**src/rtl/iagc_mem_sequencer.sv**
```systemverilog
// -----------------------------------------------------------------------------
// iagc_mem_sequencer
//
// Walks the reference / error sample memories on behalf of the IAGC control
// FSM. A dump command reads every active word and streams it to the transmit
// path over a valid/ready handshake. A clean command writes zero to every
// active word of both memories. Completion is reported with single-cycle
// dump-end / clean-end pulses.
//
// All outputs are registered: the output process computes the value each
// output register takes on the next edge from the current state and the
// state being entered.
// -----------------------------------------------------------------------------
module iagc_mem_sequencer #(
  parameter int                      STATUS_SIZE  = 4,
  parameter int                      ADDR_SIZE    = 12,
  parameter int                      DATA_SIZE    = 14,
  parameter logic [STATUS_SIZE-1:0]  ST_DUMP_REF  = 4'b0111,
  parameter logic [STATUS_SIZE-1:0]  ST_DUMP_ERR  = 4'b1000,
  parameter logic [STATUS_SIZE-1:0]  ST_CLEAN_MEM = 4'b1001
) (
  input  logic                   i_clock,
  input  logic                   i_reset,
  input  logic [STATUS_SIZE-1:0] i_status,
  input  logic [ADDR_SIZE-1:0]   i_memory_size,
  output logic                   o_mem_sel,
  output logic [ADDR_SIZE-1:0]   o_mem_addr,
  output logic                   o_mem_rd_en,
  input  logic [DATA_SIZE-1:0]   i_mem_rd_data,
  output logic                   o_mem_wr_en,
  output logic [DATA_SIZE-1:0]   o_mem_wr_data,
  output logic [DATA_SIZE-1:0]   o_tx_data,
  output logic                   o_tx_valid,
  input  logic                   i_tx_ready,
  output logic                   o_dump_end,
  output logic                   o_clean_end
);

  typedef enum logic [2:0] {
    S_IDLE,
    S_CLEAN,
    S_DUMP_RD,
    S_DUMP_WAIT,
    S_DUMP_TX,
    S_DONE
  } state_t;

  // Current state and registered bookkeeping.
  state_t                 state_q;
  logic [ADDR_SIZE-1:0]   addr_q;
  logic [ADDR_SIZE-1:0]   last_q;     // last address of the running operation
  logic [STATUS_SIZE-1:0] op_q;       // status code that started the operation

  // Next-cycle values.
  state_t                 state_d;
  logic [ADDR_SIZE-1:0]   addr_d;
  logic [ADDR_SIZE-1:0]   last_d;
  logic [STATUS_SIZE-1:0] op_d;
  logic                   sel_d;
  logic                   rd_en_d;
  logic                   wr_en_d;
  logic [DATA_SIZE-1:0]   tx_data_d;
  logic                   tx_valid_d;
  logic                   dump_end_d;
  logic                   clean_end_d;

  // Decoded conditions shared by the next-state and output processes.
  logic start_clean;
  logic start_dump;
  logic op_held;
  logic at_last;
  logic tx_accept;
  logic leaving_idle;

  assign start_clean  = (i_status == ST_CLEAN_MEM);
  assign start_dump   = (i_status == ST_DUMP_REF) || (i_status == ST_DUMP_ERR);
  // Once an operation is running, any other status code (including another
  // memory command) aborts it back to IDLE; the new command starts from there.
  assign op_held      = (i_status == op_q);
  assign at_last      = (addr_q == last_q);
  assign tx_accept    = o_tx_valid && i_tx_ready;
  assign leaving_idle = (state_q == S_IDLE) && (state_d != S_IDLE);

  assign o_mem_addr    = addr_q;
  assign o_mem_wr_data = '0;

  // State register and all registered outputs.
  always_ff @(posedge i_clock or negedge i_reset) begin
    if (!i_reset) begin
      state_q     <= S_IDLE;
      addr_q      <= '0;
      last_q      <= '0;
      op_q        <= '0;
      o_mem_sel   <= 1'b0;
      o_mem_rd_en <= 1'b0;
      o_mem_wr_en <= 1'b0;
      o_tx_data   <= '0;
      o_tx_valid  <= 1'b0;
      o_dump_end  <= 1'b0;
      o_clean_end <= 1'b0;
    end else begin
      // NOTE: sequential state uses non-blocking assignments so every register
      // samples pre-edge values, independent of statement order.
      state_q     <= state_d;
      addr_q      <= addr_d;
      last_q      <= last_d;
      op_q        <= op_d;
      o_mem_sel   <= sel_d;
      o_mem_rd_en <= rd_en_d;
      o_mem_wr_en <= wr_en_d;
      o_tx_data   <= tx_data_d;
      o_tx_valid  <= tx_valid_d;
      o_dump_end  <= dump_end_d;
      o_clean_end <= clean_end_d;
    end
  end

  // Next-state decision: command decode in IDLE, walk / handshake otherwise.
  always_comb begin
    // NOTE: assigning a default before the case keeps every path driven, so no
    // latch is inferred when a branch leaves the signal untouched.
    state_d = state_q;
    unique case (state_q)
      S_IDLE: begin
        if (start_clean)     state_d = S_CLEAN;
        else if (start_dump) state_d = S_DUMP_RD;
      end
      S_CLEAN: begin
        if (!op_held)     state_d = S_IDLE;
        else if (at_last) state_d = S_DONE;
      end
      S_DUMP_RD: begin
        state_d = op_held ? S_DUMP_WAIT : S_IDLE;
      end
      S_DUMP_WAIT: begin
        state_d = op_held ? S_DUMP_TX : S_IDLE;
      end
      S_DUMP_TX: begin
        if (!op_held)      state_d = S_IDLE;
        else if (tx_accept) state_d = at_last ? S_DONE : S_DUMP_RD;
      end
      S_DONE: begin
        // Holding here while the status is unchanged stops the same command
        // from being restarted during the control FSM's transition cycle.
        if (!op_held) state_d = S_IDLE;
      end
      default: state_d = S_IDLE;
    endcase
  end

  // Output and datapath values for the next cycle, derived from the transition.
  always_comb begin
    addr_d      = addr_q;
    last_d      = last_q;
    op_d        = op_q;
    sel_d       = o_mem_sel;
    tx_data_d   = o_tx_data;

    // Strobes follow the state being entered so they line up with it.
    rd_en_d     = (state_d == S_DUMP_RD);
    wr_en_d     = (state_d == S_CLEAN);
    tx_valid_d  = (state_d == S_DUMP_TX);
    dump_end_d  = (state_q == S_DUMP_TX) && (state_d == S_DONE);
    clean_end_d = (state_q == S_CLEAN)   && (state_d == S_DONE);

    // Operation parameters are frozen when leaving IDLE; a size of zero wraps
    // to an all-ones last address, i.e. the full address space.
    if (leaving_idle) begin
      op_d   = i_status;
      last_d = i_memory_size - ADDR_SIZE'(1);
      if (start_dump) sel_d = (i_status == ST_DUMP_ERR);
    end

    // Address walk: cleared around IDLE, advanced only on a completed word.
    if (state_q == S_IDLE || state_d == S_IDLE) begin
      addr_d = '0;
    end else if (state_q == S_CLEAN && state_d == S_CLEAN) begin
      addr_d = addr_q + ADDR_SIZE'(1);
    end else if (state_q == S_DUMP_TX && state_d == S_DUMP_RD) begin
      addr_d = addr_q + ADDR_SIZE'(1);
    end

    // Read data arrives the cycle after the strobe, i.e. while in DUMP_WAIT;
    // it is only kept if the dump is still running.
    if (state_q == S_DUMP_WAIT && state_d == S_DUMP_TX) begin
      tx_data_d = i_mem_rd_data;
    end
  end

  // Structural invariants of the registered outputs.
  a_rd_wr_exclusive : assert property (@(posedge i_clock) disable iff (!i_reset)
    !(o_mem_rd_en && o_mem_wr_en));
  a_end_exclusive   : assert property (@(posedge i_clock) disable iff (!i_reset)
    !(o_dump_end && o_clean_end));

endmodule
```
**config.mk**
```make
export PLATFORM = sky130hd
export DESIGN_NAME = iagc_mem_sequencer
export DESIGN_NICKNAME = d
export VERILOG_FILES = /design/src/rtl/iagc_mem_sequencer.sv
export SDC_FILE = /design/constraint.sdc
export NUM_CORES = 1
export LEC_CHECK = 0
export ABC_AREA = 1
export ABC_CLOCK_PERIOD_IN_PS = 2560
export BUFFER_PORTS_ARGS = -buffer_cell sky130_fd_sc_hd__buf_2
export CORE_AREA = 10 10 88 90
export DETAILED_ROUTE_END_ITERATION = 10
export DIE_AREA = 0 0 98 100
export GPL_TIMING_DRIVEN = 0
export HOLD_SLACK_MARGIN = 0.05
export PLACE_DENSITY = 0.78
export SYNTH_ARGS = -nofsm -noshare
export SYNTH_HDL_FRONTEND = slang
export SYNTH_SLANG_ARGS = --single-unit
export TNS_END_PERCENT = 1
```
**constraint.sdc**
```tcl
create_clock -name i_clock -period 2.56 [get_ports i_clock]
set_input_delay 0.128 -clock i_clock [delete_from_list [all_inputs] [get_ports i_clock]]
set_output_delay 0.128 -clock i_clock [all_outputs]
set_load 0.02 [all_outputs]
```
==> impl_results.md, run 1 <==
* Outcome: completed
* RSZ-0062 raised after global routing: no
* CP endpoint kind: flip-flop
* Die height at 100 µm
* Peak supply drop at 515.6 µV
* Die area at 9800 µm²
* Tightest Pin Transition at 1085 ps
* Setup violators final at 0
* Total track usage at 13.52%
* Synth-to-Final Area Change at 20.96%
* WL final at 6747 µm
* Fin Setup TNS at 0 ps
* First-pass GRT wire length at 11280 µm
* Num CTS Buffers at 5
* Router iterations before antenna repair at 4
* Synth Area in Simple Gates at 27.48%
* Initial Utilization at 50.42%
* Total vias in the final route at 2644
* Initial antenna violation count at 0
* Detail Route Antenna Nets at 0
* Crit Path Class: reg2reg
* Post-synthesis register bit count at 51
* Synthesized cell area at 3092 µm²
* IO Pins at 79
* Ys flop type: dfrtp_1
* Largest family of logic cells by synthesized area: simple AND/OR/NAND/NOR gates
* Fmax achieved at 0.4399 GHz
* Core Area at 6132 µm²
* Period minus WS final at 2273 ps
* Worst EP arrival at 2470 ps
* Non-Filler Cell Area, Final at 3740 µm²
* WL/cell at 12.16 µm
* Compound-gate portion of the synthesized area at 5.909%
* Max Transition Viols Final at 0
* Worst Skew at 8.209 ps
* Post-synthesis xor/xnor area fraction at 7.082%
* Worst slack, placed at 297.7 ps
* Synth Warn # at 0
* Clock sink count at 51
* Largest net degree at the start of global routing at 52
* WHS at 19.57 ps
* HPWL Detailed at 5451 µm
* Post-synthesis mux area share at 5.099%
* Min setup slack post-route at 286.6 ps
* Max_slew headroom at 27.70%
* Clock power frac at 15.6%
* Cell Pwr Density at 808.5 nW/µm²
* CP Launch Type: flip-flop
* Reg-to-reg slack, setup at 290 ps
* Pleak at 2.158 nW
* CP required at 2760 ps
* GP Congestion at 0.8354
* Synth cell types at 37
* CTS tree: done
* Post-synthesis adder-cell area fraction at 0.8094%
* Clock transition at path regs at 100 ps
* Final Util at 60.99%
* Number of cell rows at 29
* Total of max-cap violations at 0
* Hold Path Class: in2async
* Nets@finish at 512
* CTS max path bufs at 2
* First DRT Iteration DRCs at 147
* Synth Instances at 384
* Residual DRC at 0
* Worst-path maximum fanout at 10
* Part of the power in registers at 38.4%
* DR vias/cell at 4.764
* Switching power at 0.001265 W
* Gr ovfl total at 0
* Post-DP Area at 3557 µm²
* Final Hold Fails at 0
* PortBufs at 64
* CTS root buf: clkbuf_8
* Post-CTS Setup Bufs at 0
* Internal at 0.001758 W
* Post-synth EDFFs at 0
* Synth Area per Inst at 8.051 µm²
* Die W at 98 µm
* Worst-Skew Late Latency at 310 ps
* Ant diodes at 0
* Combinational share of power at 46.0%
* Net Sw Frac at 41.85%
* H-tree levels at 2
* Sequential-to-total area share from yosys stat at 41.28%
* Share of cells above drive strength 1 at 27.82%
* Final worst-path cycle share at 88.80%
* Asr flop ratio synth at 100.0%
* Vias in the first global route at 2532
-- Yosys cell counts, types with 2 or more instances --
library cell,instances,area [µm²]
nand2_4,2,22.52
xor2_1,17,148.9
buf_2,5,25.02
dfrtp_1,51,1276
mux2_2,14,157.7
nor2_1,24,90.09
clkbuf_1,2,7.510
inv_2,3,11.26
nand4_1,17,106.4
buf_4,15,112.6
xnor2_1,8,70.07
nand2_1,108,405.4
ha_1,2,25.02
inv_1,48,180.2
nand3_1,21,105.1
nor3_1,9,45.04
buf_6,3,33.78
o21ai_0,7,35.03
o21ai_2,10,87.58
-- layer usage --
layer  track usage [%]  up-vias  wire length [µm]
met4             5.369        0               162
met5                 0        -                 0
met3             4.121       12               482
li1                  -     1366                 -
met2             22.79       81              3171
met1             15.73     1185              2930
-- final timing paths --
path / start / endpoint / cells after the start
max in group asynchronous: i_reset / o_tx_data[6] / 1
worst min-delay path: i_reset / last_q[1] / 1
worst max register to register: o_mem_addr[0] / last_q[7] / 16
worst max-delay path: o_mem_addr[0] / last_q[7] / 16
min in group i_clock: i_mem_rd_data[1] / o_tx_data[1] / 2
worst min register to register: o_mem_sel / o_mem_sel / 2
-- power groups by stage --
stage / clock (W) / combinational (W) / sequential, W
6_report: 0.000472 / 0.00139 / 0.00116
3_5_place_dp: 0 / 0.00139 / 0.00117
4_1_cts: 0.000480 / 0.00140 / 0.00116
2_1_floorplan: 0 / 0.000968 / 0.00125
5_1_grt: 0.000514 / 0.00155 / 0.00119
3_3_place_gp: 0 / 0.00133 / 0.00116
-- worst max-delay path: stages, from the launching register on --
cell and delay [ps]:
dfrtp_1 470, inv_1 140, nand2_1 80, nand2_1 60
inv_1 50, nand2_1 50, nor2_1 80, nand3_1 140
nor2_1 120, nor2_1 50, nand2_1 80, nand2_2 130
a21boi_4 350, inv_2 100, buf_6 150, nand2_1 80
o21ai_2 50
-- cell usage in the layout, fill, tap and decap left out, drive strengths merged --
cell,Yosys,final
or3,1,1
nand4,18,18
buf,24,88
dfrtp,51,51
a21oi,2,2
ha,2,2
o21ai,18,18
conb,1,14
nand3,22,22
nor3,10,10
clkinv,1,1
dlygate4sd3,0,9
o21bai,1,1
or2,2,2
a21boi,1,1
mux2,14,14
nand2,111,111
nor2,26,26
xnor2,8,8
clkinvlp,0,2
inv,51,52
clkbuf,2,7
o21a,1,1
xor2,17,17
-- sequential cells by signal, summed over array words and instances, names as in the netlist --
signal,count
last_q,12
o_tx_data,14
o_mem_addr,12
o_mem_sel,1
o_mem_wr_en,1
state_q,3
o_tx_valid,1
o_mem_rd_en,1
o_dump_end,1
op_q,4
o_clean_end,1
-- repair_timing --
| item | in CTS | in global routing |
|---|---|---|
| hold buffers | 8 | 1 |
| hold endpoints to repair | 8 | 1 |
| resized for setup | 0 | 0 |
-- stage by stage --
stage / instances / power [W]
4_1_cts: 554 / 0.003039
6_report: 555 / 0.003024
5_1_grt: 555 / 0.003256
3_5_place_dp: 538 / 0.002561
3_3_place_gp: 538 / 0.002497
2_1_floorplan: 397 / 0.002219
-- area by class of cell --
cell class / instances / area [µm²]
inverter: 52 / 195.2
buffer: 26 / 182.7
tap: 77 / 96.34
multi-input combinational: 268 / 1486
clock inverter: 3 / 23.77
clock buffer: 5 / 68.82
sequential: 51 / 1276
fill: 540 / 2392
timing repair buffer: 73 / 410.4
-- logic make-up after synthesis --
| group | after synthesis |
|---|---|
| compound gates | 23 |
| xor+xnor | 25 |
| fa+ha+maj | 2 |
| buf+inv | 78 |
| flops | 51 |
| mux | 14 |
| other cells | 1 |
| simple gates | 190 |
No activity file was read; power rests on OpenSTA's default activity.
==> run 2, diff against run 1 <==
--- a/config.mk
+++ b/config.mk
@@ -8,12 +8,11 @@
 export ABC_AREA = 1
 export ABC_CLOCK_PERIOD_IN_PS = 2560
 export BUFFER_PORTS_ARGS = -buffer_cell sky130_fd_sc_hd__buf_2
-export CORE_AREA = 10 10 88 90
+export CORE_AREA = 10 10 105 107
 export DETAILED_ROUTE_END_ITERATION = 10
-export DIE_AREA = 0 0 98 100
+export DIE_AREA = 0 0 115 117
 export GPL_TIMING_DRIVEN = 0
 export HOLD_SLACK_MARGIN = 0.05
-export PLACE_DENSITY = 0.78
 export SYNTH_ARGS = -nofsm -noshare
 export SYNTH_HDL_FRONTEND = slang
 export SYNTH_SLANG_ARGS = --single-unit
==> run 2 against run 1 <==
Core utilization is 18 points lower. First-iteration DRC count is 21% lower. Wire length is 7.8% higher. Final area is 3.1% higher. Combinational power hardly changed. Cell count is 7.0% higher. Largest power group unchanged. Clock-buffer cell count stayed put. Critical path depth stayed put. Register-to-register slack better by 70 ps.
==> impl_results.md, run 2 (synthesis gave the netlist of run 1 again) <==
* H-tree levels at 2 (unchanged)
* Ant diodes at 0 (unchanged)
* Final worst-path cycle share at 86.24% (was 88.80%)
* Share of cells above drive strength 1 at 27.54% (was 27.82%)
* First DRT Iteration DRCs at 116 (was 147)
* Clock power frac at 18.6% (was 15.6%)
* Multi-input logic area at 1486 µm² (unchanged)
* Max Transition Viols Final at 0 (unchanged)
* Worst-path maximum fanout at 10 (unchanged)
* HPWL Detailed at 5793 µm (was 5451 µm)
* Worst EP arrival at 2410 ps (was 2470 ps)
* Synth-to-Final Area Change at 24.73% (was 20.96%)
* Max incr delay on CP at 460 ps (was 470 ps)
* WL final at 7270 µm (was 6747 µm)
* CP endpoint kind: flip-flop (unchanged)
* Slowest cell on crit path: dfrtp_1 (unchanged)
* CP required at 2770 ps (was 2760 ps)
* Setup crit start: o_mem_addr[0] (unchanged)
* Tightest Pin Transition at 1116 ps (was 1085 ps)
* Max_slew headroom at 25.59% (was 27.70%)
* Period minus WS final at 2208 ps (was 2273 ps)
* Gr ovfl total at 0 (unchanged)
* Die area at 13460 µm² (was 9800 µm²)
* Fin Setup TNS at 0 ps (unchanged)
* Switching power at 0.001269 W (was 0.001265 W)
* Most frequent CP cell: nand2_1 (unchanged)
* Largest net degree at the start of global routing at 52 (unchanged)
* Residual DRC at 0 (unchanged)
* Worst Skew at 13.99 ps (was 8.209 ps)
* Peak supply drop at 337.0 µV (was 515.6 µV)
* Total Power at 0.003133 W (was 0.003024 W)
* CP Cell Sequence: inv_1 > nand2_1 > nand2_1 > inv_1 > nand2_1 > nor2_1 > nand3_1 > nand2_1 > nand2_1 > nand2_1 > nand2_2 > a21boi_4 > inv_2 > buf_6 > nand2_1 > o21ai_2 (was inv_1 > nand2_1 > nand2_1 > inv_1 > nand2_1 > nor2_1 > nand3_1 > nor2_1 > nor2_1 > nand2_1 > nand2_2 > a21boi_4 > inv_2 > buf_6 > nand2_1 > o21ai_2)
* Setup violators final at 0 (unchanged)
* FILL cells at 933 (was 540)
* Part of the power in registers at 37.1% (was 38.4%)
* Total vias in the final route at 2639 (was 2644)
* Pleak at 2.197 nW (was 2.158 nW)
* CP Launch Type: flip-flop (unchanged)
* Hold Path Class: in2async (unchanged)
* Internal at 0.001864 W (was 0.001758 W)
* Detail Route Antenna Nets at 0 (unchanged)
* RSZ-0062 raised after global routing: no (unchanged)
* WL/cell at 12.24 µm (was 12.16 µm)
* Reg-to-Reg Start: o_mem_addr[0] (unchanged)
* PortBufs at 64 (unchanged)
* WHS at 20.71 ps (was 19.57 ps)
* First-pass GRT wire length at 12260 µm (was 11280 µm)
* Total track usage at 10.96% (was 13.52%)
* Cell Pwr Density at 812.4 nW/µm² (was 808.5 nW/µm²)
* Combinational share of power at 44.3% (was 46.0%)
* Clock transition at path regs at 100 ps (about the same)
* Crit Path Class: reg2reg (unchanged)
* Reg area at 1276 µm² (unchanged)
* Die W at 115 µm (was 98 µm)
* CTS resizes at 0 (unchanged)
* Biggest register: o_tx_data (unchanged)
* CTS tree: done (unchanged)
* Initial Utilization at 34.27% (was 50.42%)
* Clock sink count at 51 (unchanged)
* Num CTS Buffers at 5 (unchanged)
* Vias in the first global route at 2673 (was 2532)
* Router iterations before antenna repair at 4 (unchanged)
* Min setup slack post-route at 352.3 ps (was 286.6 ps)
* Outcome: completed (unchanged)
* Nets@finish at 517 (was 512)
* Final Hold Fails at 0 (unchanged)
* Initial antenna violation count at 0 (unchanged)
* CTS root buf: clkbuf_8 (unchanged)
* Die height at 117 µm (was 100 µm)
* Commonest non-fill, non-tap cell in the layout: nand2_1 (unchanged)
* Fmax achieved at 0.4530 GHz (was 0.4399 GHz)
* CTS max path bufs at 2 (unchanged)
* DR vias/cell at 4.443 (was 4.764)
* Worst-Skew Late Latency at 320 ps (was 310 ps)
* Non-Filler Cell Area, Final at 3856 µm² (was 3740 µm²)
* Worst slack, placed at 346.7 ps (was 297.7 ps)
* Core Area at 9021 µm² (was 6132 µm²)
* Net Sw Frac at 40.51% (was 41.85%)
* Max reg flops at 14 (unchanged)
* GP Congestion at 0.8630 (was 0.8354)
* Commonest non-fill, non-tap cells in the layout: nand2_1 (108), buf_2 (69), dfrtp_1 (51) (unchanged)
* Post-DP Area at 3600 µm² (was 3557 µm²)
* Number of cell rows at 35 (was 29)
* IO Pins at 79 (unchanged)
* Total of max-cap violations at 0 (unchanged)
## run 2: cell types whose count changed in the layout (fill, tap and decap cells not counted)
cell / previous run / this run
clkinv_4: 0 / 1
clkinvlp_4: 2 / 0
bufinv_16: 0 / 1
dlygate4sd3_1: 9 / 14
## run 2: worst paths after layout
check                                endpoint  slack, ps  cells after the start
worst max-delay path                last_q[7]        350                     16
max in group asynchronous       o_mem_addr[4]       1850                      1
min in group i_clock                  op_q[0]        110                      3
worst min register to register      o_mem_sel        510                      2
worst max register to register      last_q[7]        350                     16
worst min-delay path             o_tx_data[7]         20                      1
## run 2: layout make-up
| type | count | area share (%) |
|---|---|---|
| inverter | 52 | 5.062 |
| multi-input combinational | 268 | 38.55 |
| buffer | 26 | 4.737 |
| clock inverter | 3 | 1.233 |
| clock buffer | 5 | 1.785 |
| tap | 111 | 3.602 |
| sequential | 51 | 33.10 |
| timing repair buffer | 78 | 11.94 |
## run 2: power groups by stage
stage          registers [W]  logic, W  clock network, W
6_report             0.00116   0.00139          0.000583
3_3_place_gp         0.00117   0.00135                 0
4_1_cts              0.00116   0.00141          0.000614
5_1_grt              0.00119   0.00158          0.000639
3_5_place_dp         0.00118   0.00139                 0
2_1_floorplan        0.00125  0.000968                 0
## run 2: metrics by stage
step,util (%),std cells
5_1_grt,42.75,594
6_report,42.75,594
4_1_cts,42.75,594
2_1_floorplan,-,397
3_3_place_gp,39.90,572
3_5_place_dp,39.90,572
## run 2: worst max-delay path: cells and delay by family (launching register included)
family | cells | cell delay, ps
AND/OR/NAND/NOR | 10 | 810
flip-flops | 1 | 460
buffers and inverters | 4 | 430
AO/OA/AOI/OAI | 2 | 390
## run 2: per-layer routing
layer  share of wire [%]  GRT usage, %  vias to the layer above  wire, µm
met3                 9.0         4.027                       12       654
met1                  44         13.23                     1166      3173
met2                  46         17.72                       79      3320
met5                   0             0                        -         0
li1                    -             -                     1382         -
met4                 1.7         3.548                        0       121
## run 2: repair_timing
| item | CTS | global route |
|---|---|---|
| hold endpoints to repair | 14 | 0 |
| setup buffers | 0 | 0 |
| hold buffers | 14 | 0 |
==> run 3, diff against run 2 <==
--- a/config.mk
+++ b/config.mk
@@ -6,13 +6,13 @@
 export NUM_CORES = 1
 export LEC_CHECK = 0
 export ABC_AREA = 1
-export ABC_CLOCK_PERIOD_IN_PS = 2560
 export BUFFER_PORTS_ARGS = -buffer_cell sky130_fd_sc_hd__buf_2
-export CORE_AREA = 10 10 105 107
+export CORE_AREA = 3 3 82 84
 export DETAILED_ROUTE_END_ITERATION = 10
-export DIE_AREA = 0 0 115 117
+export DIE_AREA = 0 0 85 87
 export GPL_TIMING_DRIVEN = 0
 export HOLD_SLACK_MARGIN = 0.05
+export PLACE_DENSITY = 0.76
 export SYNTH_ARGS = -nofsm -noshare
 export SYNTH_HDL_FRONTEND = slang
 export SYNTH_SLANG_ARGS = --single-unit
==> run 3 against run 2 <==
Sequential cell count is the same. Critical path type unchanged. Power fell by 4.6%. Register-to-register slack better by 30 ps. Via count is 1.6% lower. Wire length is 15% lower. Core utilization increased by 20 points. Clock skew down 9.2 ps. Die area fell by 45%. Cell count decreased by 6.7%. Combinational power about the same. First-iteration DRC count is 6.0% higher. Global-route usage up 6.6 points. Critical endpoint is now last_q[3].
==> impl_results.md, run 3 (synthesis gave the netlist of run 1 again) <==
* CTS root buf: clkbuf_8 (unchanged)
* Router iterations before antenna repair at 4 (unchanged)
* Worst Skew at 4.769 ps (was 13.99 ps)
* Max reg flops at 14 (unchanged)
* Clock sink count at 51 (unchanged)
* Hold Path Class: in2async (unchanged)
* Final worst-path cycle share at 85.06% (was 86.24%)
* CTS max path bufs at 2 (unchanged)
* Detail Route Antenna Nets at 0 (unchanged)
* First DRT Iteration DRCs at 123 (was 116)
* H-tree levels at 2 (unchanged)
* Post-DP Area at 3555 µm² (was 3600 µm²)
* HPWL Detailed at 4705 µm (was 5793 µm)
* Fmax achieved at 0.4592 GHz (was 0.4530 GHz)
* Worst Setup EP: last_q[3] (was last_q[7])
* WHS at 10.49 ps (was 20.71 ps)
* CTS tree: done (unchanged)
* Pleak at 2.165 nW (was 2.197 nW)
* Core Area at 5991 µm² (was 9021 µm²)
* Total vias in the final route at 2597 (was 2639)
* IO Pins at 79 (unchanged)
* Worst EP arrival at 2380 ps (was 2410 ps)
* Final Hold Fails at 0 (unchanged)
* Crit Path Class: reg2reg (unchanged)
* Initial antenna violation count at 0 (unchanged)
* Largest net degree at the start of global routing at 52 (unchanged)
* PortBufs at 64 (unchanged)
* Nets@finish at 513 (was 517)
* Cell Pwr Density at 797.6 nW/µm² (was 812.4 nW/µm²)
* WL final at 6161 µm (was 7270 µm)
* Worst-path maximum fanout at 10 (unchanged)
* Gr ovfl total at 0 (unchanged)
* Reg-to-reg slack, setup at 380 ps (was 350 ps)
* Synth-to-Final Area Change at 21.25% (was 24.73%)
* Number of cell rows at 28 (was 35)
* Fin Setup TNS at 0 ps (unchanged)
* Die area at 7395 µm² (was 13460 µm²)
* Worst-Skew Late Latency at 300 ps (was 320 ps)
* Non-Filler Cell Area, Final at 3749 µm² (was 3856 µm²)
* Vias in the first global route at 2392 (was 2673)
* Setup crit start: o_mem_addr[0] (unchanged)
* Commonest non-fill, non-tap cell in the layout: nand2_1 (unchanged)
* CP required at 2760 ps (was 2770 ps)
* CP Launch Type: flip-flop (unchanged)
* Tightest Pin Transition at 1115 ps (was 1116 ps)
* Clock transition at path regs at 90 ps (was 100 ps)
* Max Transition Viols Final at 0 (unchanged)
* Total track usage at 17.58% (was 10.96%)
* Setup violators final at 0 (unchanged)
* Die height at 87 µm (was 117 µm)
* DR vias/cell at 4.688 (was 4.443)
* WL/cell at 11.12 µm (was 12.24 µm)
* Reg-to-Reg Start: o_mem_addr[0] (unchanged)
* Outcome: completed (unchanged)
* Biggest register: o_tx_data (unchanged)
* Total of max-cap violations at 0 (unchanged)
* Share of cells above drive strength 1 at 27.77% (was 27.54%)
* Final Util at 62.57% (was 42.75%)
* FF-to-FF End: last_q[3] (was last_q[7])
* GP Congestion at 0.8216 (was 0.8630)
* CP endpoint kind: flip-flop (unchanged)
* First-pass GRT wire length at 10650 µm (was 12260 µm)
* R2R cell count at 16 (unchanged)
* Post-CTS Setup Bufs at 0 (unchanged)
* CTS resizes at 0 (unchanged)
* Peak supply drop at 466.0 µV (was 337.0 µV)
* Initial Utilization at 51.61% (was 34.27%)
* Min setup slack post-route at 382.5 ps (was 352.3 ps)
* Die W at 85 µm (was 115 µm)
* Ant diodes at 0 (unchanged)
* Period minus WS final at 2178 ps (was 2208 ps)
* Num CTS Buffers at 5 (unchanged)
* Commonest non-fill, non-tap cells in the layout: nand2_1 (108), buf_2 (69), dfrtp_1 (51) (unchanged)
* Worst slack, placed at 383.5 ps (was 346.7 ps)
* Residual DRC at 0 (unchanged)
* RSZ-0062 raised after global routing: no (unchanged)
* # hold bufs at CTS at 10 (was 14)
* Max_slew headroom at 25.66% (was 25.59%)
-- run 3: worst max-delay path, cell delays in order, from the launching register on --
cell	delay, ps
dfrtp_1	460
inv_1	120
nand2_1	70
nand2_1	60
inv_1	50
nand2_1	40
nor2_1	100
nand3_1	110
nor2_1	100
nor2_1	40
nand2_1	70
nand2_2	140
a21boi_4	330
inv_2	100
buf_6	150
nand2_1	70
o21ai_2	50
-- run 3: layer usage --
metal / GRT usage (%) / share of wire (%) / vias up
li1: - / - / 1365
met1: 23.22 / 47 / 1157
met2: 30.01 / 47 / 68
met3: 2.744 / 4.8 / 7
met4: 5.036 / 1.3 / 0
met5: 0 / 0 / -
-- run 3: cell type report --
class                   count  area [µm²]
plain buffers              26       182.7
clock buffers               5       68.82
clock inverters             3       25.02
fillers                   533        2242
inverters                  52       195.2
multi-input cells         268        1486
flip-flops and latches     51        1276
well taps                  75       93.84
repair buffers             74       420.4
-- run 3: power by group --
part           leakage [nW]  internal, W  switching (W)
Combinational          1.44     0.000538       0.000831
Clock                0.0443     0.000196       0.000273
Sequential            0.681      0.00103       0.000127
Total                  2.17      0.00176        0.00123
-- run 3: worst min path at each step --
stage / slack [ps] / start / cells past startpoint / end
after floorplan: -170 / i_reset / 0 / last_q[0]
after global placement: 360 / i_mem_rd_data[2] / 2 / o_tx_data[2]
after detailed placement: 370 / i_mem_rd_data[4] / 2 / o_tx_data[4]
after CTS: 50 / i_mem_rd_data[9] / 2 / o_tx_data[9]
after global routing: 50 / i_mem_rd_data[1] / 2 / o_tx_data[1]
final: 10 / i_reset / 1 / last_q[2]
-- run 3: metrics by stage --
step / total power, W / std cells
floorplan: 0.002219 / 397
global placement: 0.002496 / 536
detailed placement: 0.002533 / 536
CTS: 0.003021 / 554
global route: 0.003250 / 554
finish: 0.002990 / 554
